$ cat config.mk
export PLATFORM = sky130hd
export DESIGN_NAME = lrf_frame_pair_streamer_flat
export DESIGN_NICKNAME = d
export VERILOG_FILES = /design/src/rtl/lrf_frame_pair_streamer_pkg.sv /design/src/rtl/lrf_frame_pair_streamer_if.sv /design/src/rtl/lrf_frame_pair_streamer_skid2.sv /design/src/rtl/lrf_frame_pair_streamer.sv /design/src/flat_wrapper.sv
export SDC_FILE = /design/constraint.sdc
export NUM_CORES = 1
export LEC_CHECK = 0
export BUFFER_PORTS_ARGS = -buffer_cell sky130_fd_sc_hd__buf_2
export CAP_MARGIN = 20
export CORE_UTILIZATION = 30
export CTS_CLUSTER_DIAMETER = 100
export DETAILED_ROUTE_END_ITERATION = 6
export PLACE_DENSITY = 0.53
export SLEW_MARGIN = 20
export SYNTH_ARGS = -nofsm -noshare
export SYNTH_HDL_FRONTEND = slang
export SYNTH_SLANG_ARGS = --single-unit
export TNS_END_PERCENT = 20
$ cat constraint.sdc
create_clock -name s_axis_aclk -period 7.4 [get_ports s_axis_aclk]
set_input_delay 0.37 -clock s_axis_aclk [delete_from_list [all_inputs] [get_ports s_axis_aclk]]
set_output_delay 0.37 -clock s_axis_aclk [all_outputs]
set_load 0.1 [all_outputs]
$ cat src/rtl/lrf_frame_pair_streamer_pkg.sv
// Shared constants and helpers for the LRF frame-pair streamer: geometry helpers,
// FSM encoding and tuser bit positions.
package lrf_frame_pair_streamer_pkg;

  localparam logic [1:0] StIdle  = 2'd0;
  localparam logic [1:0] StIssue = 2'd1;
  localparam logic [1:0] StDrain = 2'd2;
  localparam logic [1:0] StDone  = 2'd3;

  localparam int unsigned TuserSof   = 0;
  localparam int unsigned TuserPass  = 1;
  localparam int unsigned TuserWidth = 2;

  function automatic int unsigned pixels_per_beat(input int unsigned word_width,
                                                  input int unsigned pixel_width);
    return word_width / pixel_width;
  endfunction

  function automatic int unsigned words_per_image(input int unsigned image_width,
                                                  input int unsigned image_height,
                                                  input int unsigned word_width,
                                                  input int unsigned pixel_width);
    return (image_width * image_height) / pixels_per_beat(word_width, pixel_width);
  endfunction

endpackage

$ cat src/rtl/lrf_frame_pair_streamer_if.sv
// AXI4-Stream master channel carrying pixel words with SOF/pass tuser and tlast.
interface lrf_frame_pair_streamer_if #(
  parameter int unsigned WORD_WIDTH = 128
) ();
  import lrf_frame_pair_streamer_pkg::*;

  logic [WORD_WIDTH-1:0] tdata;
  logic                  tvalid;
  logic                  tready;
  logic                  tlast;
  logic [TuserWidth-1:0] tuser;

  modport master (output tdata, output tvalid, output tlast, output tuser, input tready);
  modport slave  (input tdata, input tvalid, input tlast, input tuser, output tready);

endinterface

$ cat src/rtl/lrf_frame_pair_streamer_skid2.sv
// Two-entry registered FIFO between the RAM read port and the stream output; head entry
// drives the outputs straight from flops.
module lrf_frame_pair_streamer_skid2 #(
  parameter int unsigned Width = 8
) (
  input  logic             clk_i,
  input  logic             rst_ni,
  input  logic             push_i,
  input  logic [Width-1:0] push_data_i,
  input  logic             pop_i,
  output logic             valid_o,
  output logic [Width-1:0] data_o,
  output logic [1:0]       count_o
);

  logic [Width-1:0] head_q, head_d;
  logic [Width-1:0] tail_q, tail_d;
  logic [1:0]       count_q, count_d;
  logic             valid_q, valid_d;

  always_comb begin
    head_d  = head_q;
    tail_d  = tail_q;
    count_d = count_q;
    unique case ({push_i, pop_i})
      2'b10: begin
        if (count_q == 2'd0) begin
          head_d = push_data_i;
        end else begin
          tail_d = push_data_i;
        end
        count_d = count_q + 2'd1;
      end
      2'b01: begin
        if (count_q == 2'd2) begin
          head_d = tail_q;
        end
        count_d = count_q - 2'd1;
      end
      2'b11: begin
        // Count unchanged; the older tail entry moves up ahead of the new word.
        if (count_q == 2'd2) begin
          head_d = tail_q;
          tail_d = push_data_i;
        end else begin
          head_d = push_data_i;
        end
      end
      default: ;
    endcase
    valid_d = (count_d != 2'd0);
  end

  always_ff @(posedge clk_i or negedge rst_ni) begin
    if (!rst_ni) begin
      head_q  <= '0;
      tail_q  <= '0;
      count_q <= 2'd0;
      valid_q <= 1'b0;
    end else begin
      head_q  <= head_d;
      tail_q  <= tail_d;
      count_q <= count_d;
      valid_q <= valid_d;
    end
  end

  assign valid_o = valid_q;
  assign data_o  = head_q;
  assign count_o = count_q;

endmodule

$ cat src/rtl/lrf_frame_pair_streamer.sv
// Frame-pair source: per frame f streams OLD (f-lag) then NEW (f) from packed-pixel RAM
// over AXI4-Stream, credit-limited so no read data is ever lost under backpressure.
module lrf_frame_pair_streamer
  import lrf_frame_pair_streamer_pkg::*;
#(
  parameter int unsigned WORD_WIDTH   = 128,
  parameter int unsigned PIXEL_WIDTH  = 8,
  parameter int unsigned IMAGE_WIDTH  = 512,
  parameter int unsigned IMAGE_HEIGHT = 512,
  parameter int unsigned MAX_FRAMES   = 16,
  parameter int unsigned TLAST_MODE   = 0,
  localparam int unsigned FW = $clog2(MAX_FRAMES + 1),
  localparam int unsigned WordsPerImage =
      words_per_image(IMAGE_WIDTH, IMAGE_HEIGHT, WORD_WIDTH, PIXEL_WIDTH),
  localparam int unsigned MEM_AW = $clog2(MAX_FRAMES * WordsPerImage)
) (
  input  logic                  s_axis_aclk,
  input  logic                  s_axis_aresetn,
  input  logic                  start,
  input  logic [FW-1:0]         n_frames,
  input  logic [7:0]            frame_lag,
  output logic                  busy,
  output logic                  done,
  output logic                  mem_ren,
  output logic [MEM_AW-1:0]     mem_raddr,
  input  logic [WORD_WIDTH-1:0] mem_rdata,
  lrf_frame_pair_streamer_if.master m_axis
);

  localparam int unsigned BeatW  = $clog2(WordsPerImage);
  localparam int unsigned FrameW = MEM_AW - BeatW;
  localparam int unsigned CmpW   = ((FW > 8) ? FW : 8) + 1;
  localparam int unsigned SideW  = TuserWidth + 1;
  localparam int unsigned SkidW  = WORD_WIDTH + SideW;

  logic [1:0]       state_q, state_d;
  logic [FW-1:0]    f_q, f_d;
  logic [FW-1:0]    nfr_q, nfr_d;
  logic             pass_q, pass_d;
  logic [BeatW-1:0] beat_q, beat_d;
  logic [7:0]       lag_q, lag_d;
  logic             rd_q, rd_d;
  logic [SideW-1:0] rd_side_q, rd_side_d;

  logic                  last_beat, last_job;
  logic                  tlast_req;
  logic [TuserWidth-1:0] tuser_req;
  logic                  lag_ok;
  logic [FrameW-1:0]     old_frame, cur_frame;
  logic                  pop;
  logic [2:0]            credit_use;
  logic [1:0]            skid_count;
  logic                  skid_valid;
  logic [SkidW-1:0]      skid_data;

  assign lag_ok    = CmpW'(f_q) >= CmpW'(lag_q);
  assign old_frame = lag_ok ? (FrameW'(f_q) - FrameW'(lag_q)) : '0;
  assign cur_frame = pass_q ? FrameW'(f_q) : old_frame;
  assign mem_raddr = {cur_frame, beat_q};

  assign last_beat = (beat_q == BeatW'(WordsPerImage - 1));
  assign last_job  = last_beat && pass_q && (f_q == nfr_q - FW'(1));
  assign tlast_req = (TLAST_MODE == 0) ? last_beat : last_job;

  always_comb begin
    tuser_req            = '0;
    tuser_req[TuserSof]  = (beat_q == '0);
    tuser_req[TuserPass] = pass_q;
  end

  // Occupancy the skid will have once this cycle's in-flight read lands and any pop retires.
  assign pop        = skid_valid & m_axis.tready;
  assign credit_use = 3'(skid_count) + 3'(rd_q) - 3'(pop);
  assign mem_ren    = (state_q == StIssue) && (credit_use < 3'd2);

  always_comb begin
    state_d   = state_q;
    f_d       = f_q;
    nfr_d     = nfr_q;
    pass_d    = pass_q;
    beat_d    = beat_q;
    lag_d     = lag_q;
    rd_d      = mem_ren;
    rd_side_d = {tlast_req, tuser_req};
    unique case (state_q)
      StIdle: begin
        if (start) begin
          nfr_d   = (n_frames > FW'(MAX_FRAMES)) ? FW'(MAX_FRAMES) : n_frames;
          lag_d   = frame_lag;
          f_d     = '0;
          pass_d  = 1'b0;
          beat_d  = '0;
          state_d = (n_frames == '0) ? StDone : StIssue;
        end
      end
      StIssue: begin
        if (mem_ren) begin
          if (last_job) begin
            state_d = StDrain;
          end
          if (last_beat) begin
            beat_d = '0;
            pass_d = ~pass_q;
            if (pass_q) begin
              f_d = f_q + FW'(1);
            end
          end else begin
            beat_d = beat_q + BeatW'(1);
          end
        end
      end
      StDrain: begin
        if ((skid_count == 2'd0) && !rd_q) begin
          state_d = StDone;
        end
      end
      StDone: state_d = StIdle;
      default: state_d = StIdle;
    endcase
  end

  always_ff @(posedge s_axis_aclk or negedge s_axis_aresetn) begin
    if (!s_axis_aresetn) begin
      state_q   <= StIdle;
      f_q       <= '0;
      nfr_q     <= '0;
      pass_q    <= 1'b0;
      beat_q    <= '0;
      lag_q     <= '0;
      rd_q      <= 1'b0;
      rd_side_q <= '0;
    end else begin
      state_q   <= state_d;
      f_q       <= f_d;
      nfr_q     <= nfr_d;
      pass_q    <= pass_d;
      beat_q    <= beat_d;
      lag_q     <= lag_d;
      rd_q      <= rd_d;
      rd_side_q <= rd_side_d;
    end
  end

  lrf_frame_pair_streamer_skid2 #(
    .Width (SkidW)
  ) u_skid (
    .clk_i       (s_axis_aclk),
    .rst_ni      (s_axis_aresetn),
    .push_i      (rd_q),
    .push_data_i ({rd_side_q, mem_rdata}),
    .pop_i       (pop),
    .valid_o     (skid_valid),
    .data_o      (skid_data),
    .count_o     (skid_count)
  );

  assign m_axis.tvalid = skid_valid;
  assign m_axis.tlast  = skid_data[SkidW-1];
  assign m_axis.tuser  = skid_data[WORD_WIDTH +: TuserWidth];
  assign m_axis.tdata  = skid_data[WORD_WIDTH-1:0];

  assign busy = (state_q != StIdle);
  assign done = (state_q == StDone);

endmodule

$ cat src/flat_wrapper.sv
// flat-port wrapper written by rule: the top's interface ports become plain ports
module lrf_frame_pair_streamer_flat import lrf_frame_pair_streamer_pkg::*;
#(
  parameter int unsigned WORD_WIDTH   = 128,
  parameter int unsigned PIXEL_WIDTH  = 8,
  parameter int unsigned IMAGE_WIDTH  = 512,
  parameter int unsigned IMAGE_HEIGHT = 512,
  parameter int unsigned MAX_FRAMES   = 16,
  parameter int unsigned TLAST_MODE   = 0,
  localparam int unsigned FW = $clog2(MAX_FRAMES + 1),
  localparam int unsigned WordsPerImage =
      words_per_image(IMAGE_WIDTH, IMAGE_HEIGHT, WORD_WIDTH, PIXEL_WIDTH),
  localparam int unsigned MEM_AW = $clog2(MAX_FRAMES * WordsPerImage)
)
  (s_axis_aclk, s_axis_aresetn, start, n_frames, frame_lag, busy, done, mem_ren, mem_raddr, mem_rdata, m_axis_tdata, m_axis_tvalid, m_axis_tlast, m_axis_tuser, m_axis_tready);
  lrf_frame_pair_streamer_if #(.WORD_WIDTH(WORD_WIDTH)) m_axis_i ();
  input  logic s_axis_aclk;
  input  logic s_axis_aresetn;
  input  logic start;
  input  logic [FW-1:0] n_frames;
  input  logic [7:0] frame_lag;
  output logic busy;
  output logic done;
  output logic mem_ren;
  output logic [MEM_AW-1:0] mem_raddr;
  input  logic [WORD_WIDTH-1:0] mem_rdata;
  output wire logic [$bits(m_axis_i.tdata)-1:0] m_axis_tdata;
  output wire logic [$bits(m_axis_i.tvalid)-1:0] m_axis_tvalid;
  output wire logic [$bits(m_axis_i.tlast)-1:0] m_axis_tlast;
  output wire logic [$bits(m_axis_i.tuser)-1:0] m_axis_tuser;
  input wire logic [$bits(m_axis_i.tready)-1:0] m_axis_tready;
  assign m_axis_tdata = m_axis_i.tdata;
  assign m_axis_tvalid = m_axis_i.tvalid;
  assign m_axis_tlast = m_axis_i.tlast;
  assign m_axis_tuser = m_axis_i.tuser;
  assign m_axis_i.tready = m_axis_tready;
  lrf_frame_pair_streamer #(.WORD_WIDTH(WORD_WIDTH), .PIXEL_WIDTH(PIXEL_WIDTH), .IMAGE_WIDTH(IMAGE_WIDTH), .IMAGE_HEIGHT(IMAGE_HEIGHT), .MAX_FRAMES(MAX_FRAMES), .TLAST_MODE(TLAST_MODE)) u_core (.s_axis_aclk(s_axis_aclk), .s_axis_aresetn(s_axis_aresetn), .start(start), .n_frames(n_frames), .frame_lag(frame_lag), .busy(busy), .done(done), .mem_ren(mem_ren), .mem_raddr(mem_raddr), .mem_rdata(mem_rdata), .m_axis(m_axis_i));
endmodule
==> results.yml <==
logic_synthesis:
  synth_async_sr_flop_share_pct: 100.0
  synthesis.instances: 1137
  synth-main-ff-cell: "sky130_fd_sc_hd__dfrtp_1"
  number_of_enable_type_register_cells_in_the_synthesized_netlist: 0
  post_synthesis_instance_area_sq_um: 13250
  synth_area_per_cell_sq_um: 11.65
  number_of_different_library_cells_in_the_post_synthesis_netlist: 56
  netlist.top_cell.by_area: "sky130_fd_sc_hd__dfrtp_1"
  yosysWarnings: 0
  ys_ff_latch: 304
  syn_nets: 1304
  seq_area_frac_synth_pct: 57.41
  synth_top_area_share_pct: 57.41
  post_synth_main_area_contributors: "sky130_fd_sc_hd__dfrtp_1 (57%), sky130_fd_sc_hd__mux2_2 (12%), sky130_fd_sc_hd__a22oi_1 (7.4%), sky130_fd_sc_hd__o21ai_0 (5.3%), sky130_fd_sc_hd__nand2_1 (4.4%)"
timing:
  number_of_slew_limit_violations_in_the_final_report: 0
  finalHoldWorstSlack_ns: 0.05884
  finalClockSkew_ns: 0.01613
  fin_crit_sh_pct: 45.74
  setup-violations-final: 0
  finalCriticalPeriod_ns: 3.385
  setup_repair_after_global_routing_missed_its_margin: "false"
  slew_headroom_pct: 19.92
  fin_ws_ns: 4.015
  hold_viol_final: 0
  fin_tns_setup_ns: 0
  max_freq_mhz: 295.5
  transition_time_at_the_pin_with_the_least_slew_margin_ns: 1.201
clocking:
  cts-resized-gates: 0
  cts_tree: "done"
  clockRootBuffer: "sky130_fd_sc_hd__clkbuf_16"
  cts_hold_repair.buffers: 1
  postCtsSetupBuffers: 0
  htree_levels: 2
  skew_pair_late_insertion_delay_ns: 0.54
  numCtsBuffers: 36
  clock_tree.buffer_depth: 3
  clock_sink_count: 304
  clkSlewWorstSetupHoldPaths_ns: 0.06
worst_setup_path:
  cp_capture_type: "primary output"
  regToRegStartpoint: "u_core.u_skid.valid_o"
  path_common_cell: "sky130_fd_sc_hd__ha_1"
  start_kind: "flip-flop"
  crit_chain: "and2_1 > ha_1 > inv_1 > ha_1 > fa_1 > xnor2_2 > nor3b_1 > buf_2"
  cp.required_ns: 7.03
  critPathMaxFanout: 4
  critical_path.reg2reg.endpoint: "u_core.beat_q[7]"
  timing.reg2reg.worst_path_depth: 9
  cpLargestDelayFamily: "adder cells"
  criticalPathCategory: "flip-flop to primary output"
  crit_arrival_ns: 3.01
  cpPeakStageDelay_ns: 0.51
  crit_buf_inv: 2
  crit_path_top_delay_cell: "sky130_fd_sc_hd__buf_2"
  setup.reg_to_reg.worst_slack_ns: 4.29
floorplanning:
  pin_count: 298
  dieArea_sq_um: 45010
  start_util_pct: 30.56
  core_sq_um: 43360
  floorplan.die.height_microns: 212.2
  horiz_die_dim_microns: 212.2
  rows: 76
min_path:
  min_delay_path_depth: 2
  holdCritPathClass: "input port to flip-flop"
  min_delay_worst_endpoint: "u_core.lag_q[7]"
  hold_path.startpoint: "frame_lag[7]"
final_layout:
  area.growth.synth_to_final_pct: 23.55
  utilization_pct: 37.75
  post_route_cells_drive_above_1_share_pct: 36.47
  final-seq-area_sq_um: 7607
  fillerInstances: 4373
  multiInputGateArea_sq_um: 5122
  finish.net_count: 1566
routing:
  detail_route.iter0.violations: 671
  via_count: 9638
  antenna_violating_nets_post_route: 0
  first_pass_iters: 5
  drcViolationCount: 0
  avgViaCountPerCell: 4.781
  wire_length_per_cell_microns: 17.08
  detail_route.wirelength_mm: 34.43
placement:
  preCtsSetupSlack_ns: 4.225
  io_buffer_count: 297
  place.detailed.hpwl_mm: 21.92
  gp_congestion: 0.7842
global_route:
  grt_start_max_net_pins: 229
  via_count_of_the_first_global_routing_pass: 9461
  grt_overflow_total: 0
  antenna_violations_before_repair: 7
  grt.total_usage_pct: 15.25
  grt_pass1_wl_mm: 54.28
outcome:
  status: "completed"
flow_run:
  maxCapViolations: 0
[synthesized netlist by cell type (2+ instances only)]
| cell | n |
|---|---|
| sky130_fd_sc_hd__dfrtp_1 | 304 |
| sky130_fd_sc_hd__nand2_1 | 154 |
| sky130_fd_sc_hd__o21ai_0 | 141 |
| sky130_fd_sc_hd__mux2_2 | 140 |
| sky130_fd_sc_hd__a22oi_1 | 131 |
| sky130_fd_sc_hd__clkbuf_1 | 36 |
| sky130_fd_sc_hd__inv_1 | 28 |
| sky130_fd_sc_hd__buf_2 | 23 |
| sky130_fd_sc_hd__ha_1 | 20 |
| sky130_fd_sc_hd__nor2_1 | 20 |
| sky130_fd_sc_hd__buf_4 | 13 |
| sky130_fd_sc_hd__xnor2_1 | 13 |
| sky130_fd_sc_hd__nand3_1 | 9 |
| sky130_fd_sc_hd__nor3_1 | 9 |
| sky130_fd_sc_hd__nand4_1 | 7 |
| sky130_fd_sc_hd__nand2b_1 | 6 |
| sky130_fd_sc_hd__xor2_1 | 6 |
| sky130_fd_sc_hd__a21o_1 | 5 |
| sky130_fd_sc_hd__a21oi_1 | 5 |
| sky130_fd_sc_hd__nor4_1 | 5 |
| sky130_fd_sc_hd__a32o_1 | 4 |
| sky130_fd_sc_hd__clkbuf_8 | 4 |
| sky130_fd_sc_hd__nor2b_1 | 4 |
| sky130_fd_sc_hd__a211oi_2 | 3 |
| sky130_fd_sc_hd__a31oi_1 | 3 |
| sky130_fd_sc_hd__buf_1 | 3 |
| sky130_fd_sc_hd__buf_6 | 3 |
| sky130_fd_sc_hd__mux2i_1 | 3 |
| sky130_fd_sc_hd__o31ai_1 | 3 |
| sky130_fd_sc_hd__a41o_1 | 2 |
| sky130_fd_sc_hd__and2_1 | 2 |
| sky130_fd_sc_hd__fa_1 | 2 |
| sky130_fd_sc_hd__o22ai_1 | 2 |
| sky130_fd_sc_hd__or4_1 | 2 |
[flip-flops by register name, summed over array words and instances, names as in the netlist]
register / cells
u_core.u_skid.data_o: 131
u_core.u_skid.tail_q: 131
u_core.beat_q: 14
u_core.lag_q: 8
u_core.f_q: 5
u_core.nfr_q: 5
u_core.rd_side_q: 3
u_core.state_q: 2
u_core.u_skid.count_o: 2
u_core.pass_q: 1
u_core.rd_q: 1
u_core.u_skid.valid_o: 1
[worst register-to-register path: stages, from the launching register on]
cell and delay (ns):
sky130_fd_sc_hd__dfrtp_1 0.36, sky130_fd_sc_hd__and2_1 0.20, sky130_fd_sc_hd__ha_1 0.30, sky130_fd_sc_hd__inv_1 0.04, sky130_fd_sc_hd__ha_1 0.19, sky130_fd_sc_hd__fa_1 0.50, sky130_fd_sc_hd__nand2b_1 0.20, sky130_fd_sc_hd__o32a_2 0.53
sky130_fd_sc_hd__nor2_1 0.49, sky130_fd_sc_hd__o31ai_1 0.13
[area by class of cell]
type	instances	area share [%]
diodes	5	0.07643
clock buffers	49	6.107
clock inverters	16	1.177
inverters	28	0.6420
multi-input cells	722	31.29
flip-flops and latches	304	46.47
well taps	585	4.471
repair buffers	307	9.768
[placed cells by master (no fill, tap or decap), types with 3 or more instances in the layout]
| master | Yosys | final |
|---|---|---|
| sky130_fd_sc_hd__a211oi_2 | 3 | 3 |
| sky130_fd_sc_hd__a21o_1 | 5 | 5 |
| sky130_fd_sc_hd__a21oi_1 | 5 | 5 |
| sky130_fd_sc_hd__a22oi_1 | 131 | 131 |
| sky130_fd_sc_hd__a32o_1 | 4 | 4 |
| sky130_fd_sc_hd__buf_2 | 23 | 296 |
| sky130_fd_sc_hd__buf_4 | 13 | 7 |
| sky130_fd_sc_hd__bufinv_16 | 0 | 3 |
| sky130_fd_sc_hd__clkbuf_1 | 36 | 8 |
| sky130_fd_sc_hd__clkbuf_16 | 0 | 36 |
| sky130_fd_sc_hd__clkbuf_8 | 4 | 5 |
| sky130_fd_sc_hd__clkinv_2 | 0 | 7 |
| sky130_fd_sc_hd__clkinvlp_4 | 0 | 3 |
| sky130_fd_sc_hd__dfrtp_1 | 304 | 304 |
| sky130_fd_sc_hd__diode_2 | 0 | 5 |
| sky130_fd_sc_hd__ha_1 | 20 | 20 |
| sky130_fd_sc_hd__inv_1 | 28 | 28 |
| sky130_fd_sc_hd__mux2_2 | 140 | 140 |
| sky130_fd_sc_hd__mux2i_1 | 3 | 3 |
| sky130_fd_sc_hd__nand2_1 | 154 | 154 |
| sky130_fd_sc_hd__nand2b_1 | 6 | 6 |
| sky130_fd_sc_hd__nand3_1 | 9 | 9 |
| sky130_fd_sc_hd__nand4_1 | 7 | 7 |
| sky130_fd_sc_hd__nor2_1 | 20 | 20 |
| sky130_fd_sc_hd__nor2b_1 | 4 | 4 |
| sky130_fd_sc_hd__nor3_1 | 9 | 9 |
| sky130_fd_sc_hd__nor4_1 | 5 | 5 |
| sky130_fd_sc_hd__o21ai_0 | 141 | 141 |
| sky130_fd_sc_hd__o31ai_1 | 3 | 3 |
| sky130_fd_sc_hd__xnor2_1 | 13 | 13 |
| sky130_fd_sc_hd__xor2_1 | 6 | 6 |
[cells by family after synthesis]
kind of cell,synth area share [%]
xor+xnor,1.379
compound gates,15.16
fa+ha+maj,2.191
mux,12.12
buf+inv,4.259
simple gates,7.479
flops,57.41
[routing by layer]
| metal | part of all wire (%) | vias up | wire length (microns) | global-route usage [%] |
|---|---|---|---|---|
| li1 | - | 4592 | - | - |
| met1 | 45 | 4749 | 15600 | 20.16 |
| met2 | 46 | 241 | 15760 | 23.74 |
| met3 | 6.6 | 52 | 2259 | 4.357 |
| met4 | 2.3 | 4 | 796 | 5.347 |
| met5 | 0.078 | - | 27 | 0 |
[worst max path at each step]
stage	from	end	slack [ns]	depth (start not counted)
6_report	u_core.u_skid.valid_o	mem_ren	4.02	8
4_1_cts	u_core.u_skid.valid_o	mem_ren	3.96	8
2_1_floorplan	u_core.u_skid.valid_o	mem_ren	2.61	7
3_5_place_dp	m_axis_tready	u_core.beat_q[7]	4.22	10
5_1_grt	u_core.u_skid.valid_o	mem_ren	3.76	8
3_3_place_gp	m_axis_tready	u_core.u_skid.data_o[75]	4.26	7
[per-stage QoR]
stage | cells | instance area (sq um)
floorplan | 1137 | 13250
global placement | 1945 | 15160
detailed placement | 1945 | 15160
CTS | 2011 | 16360
global route | 2013 | 16360
finish | 2016 | 16370
Power is left out: the tool's default activity adds up to more than one toggle a clock period on the data nets, which glitch-free logic cannot reach.
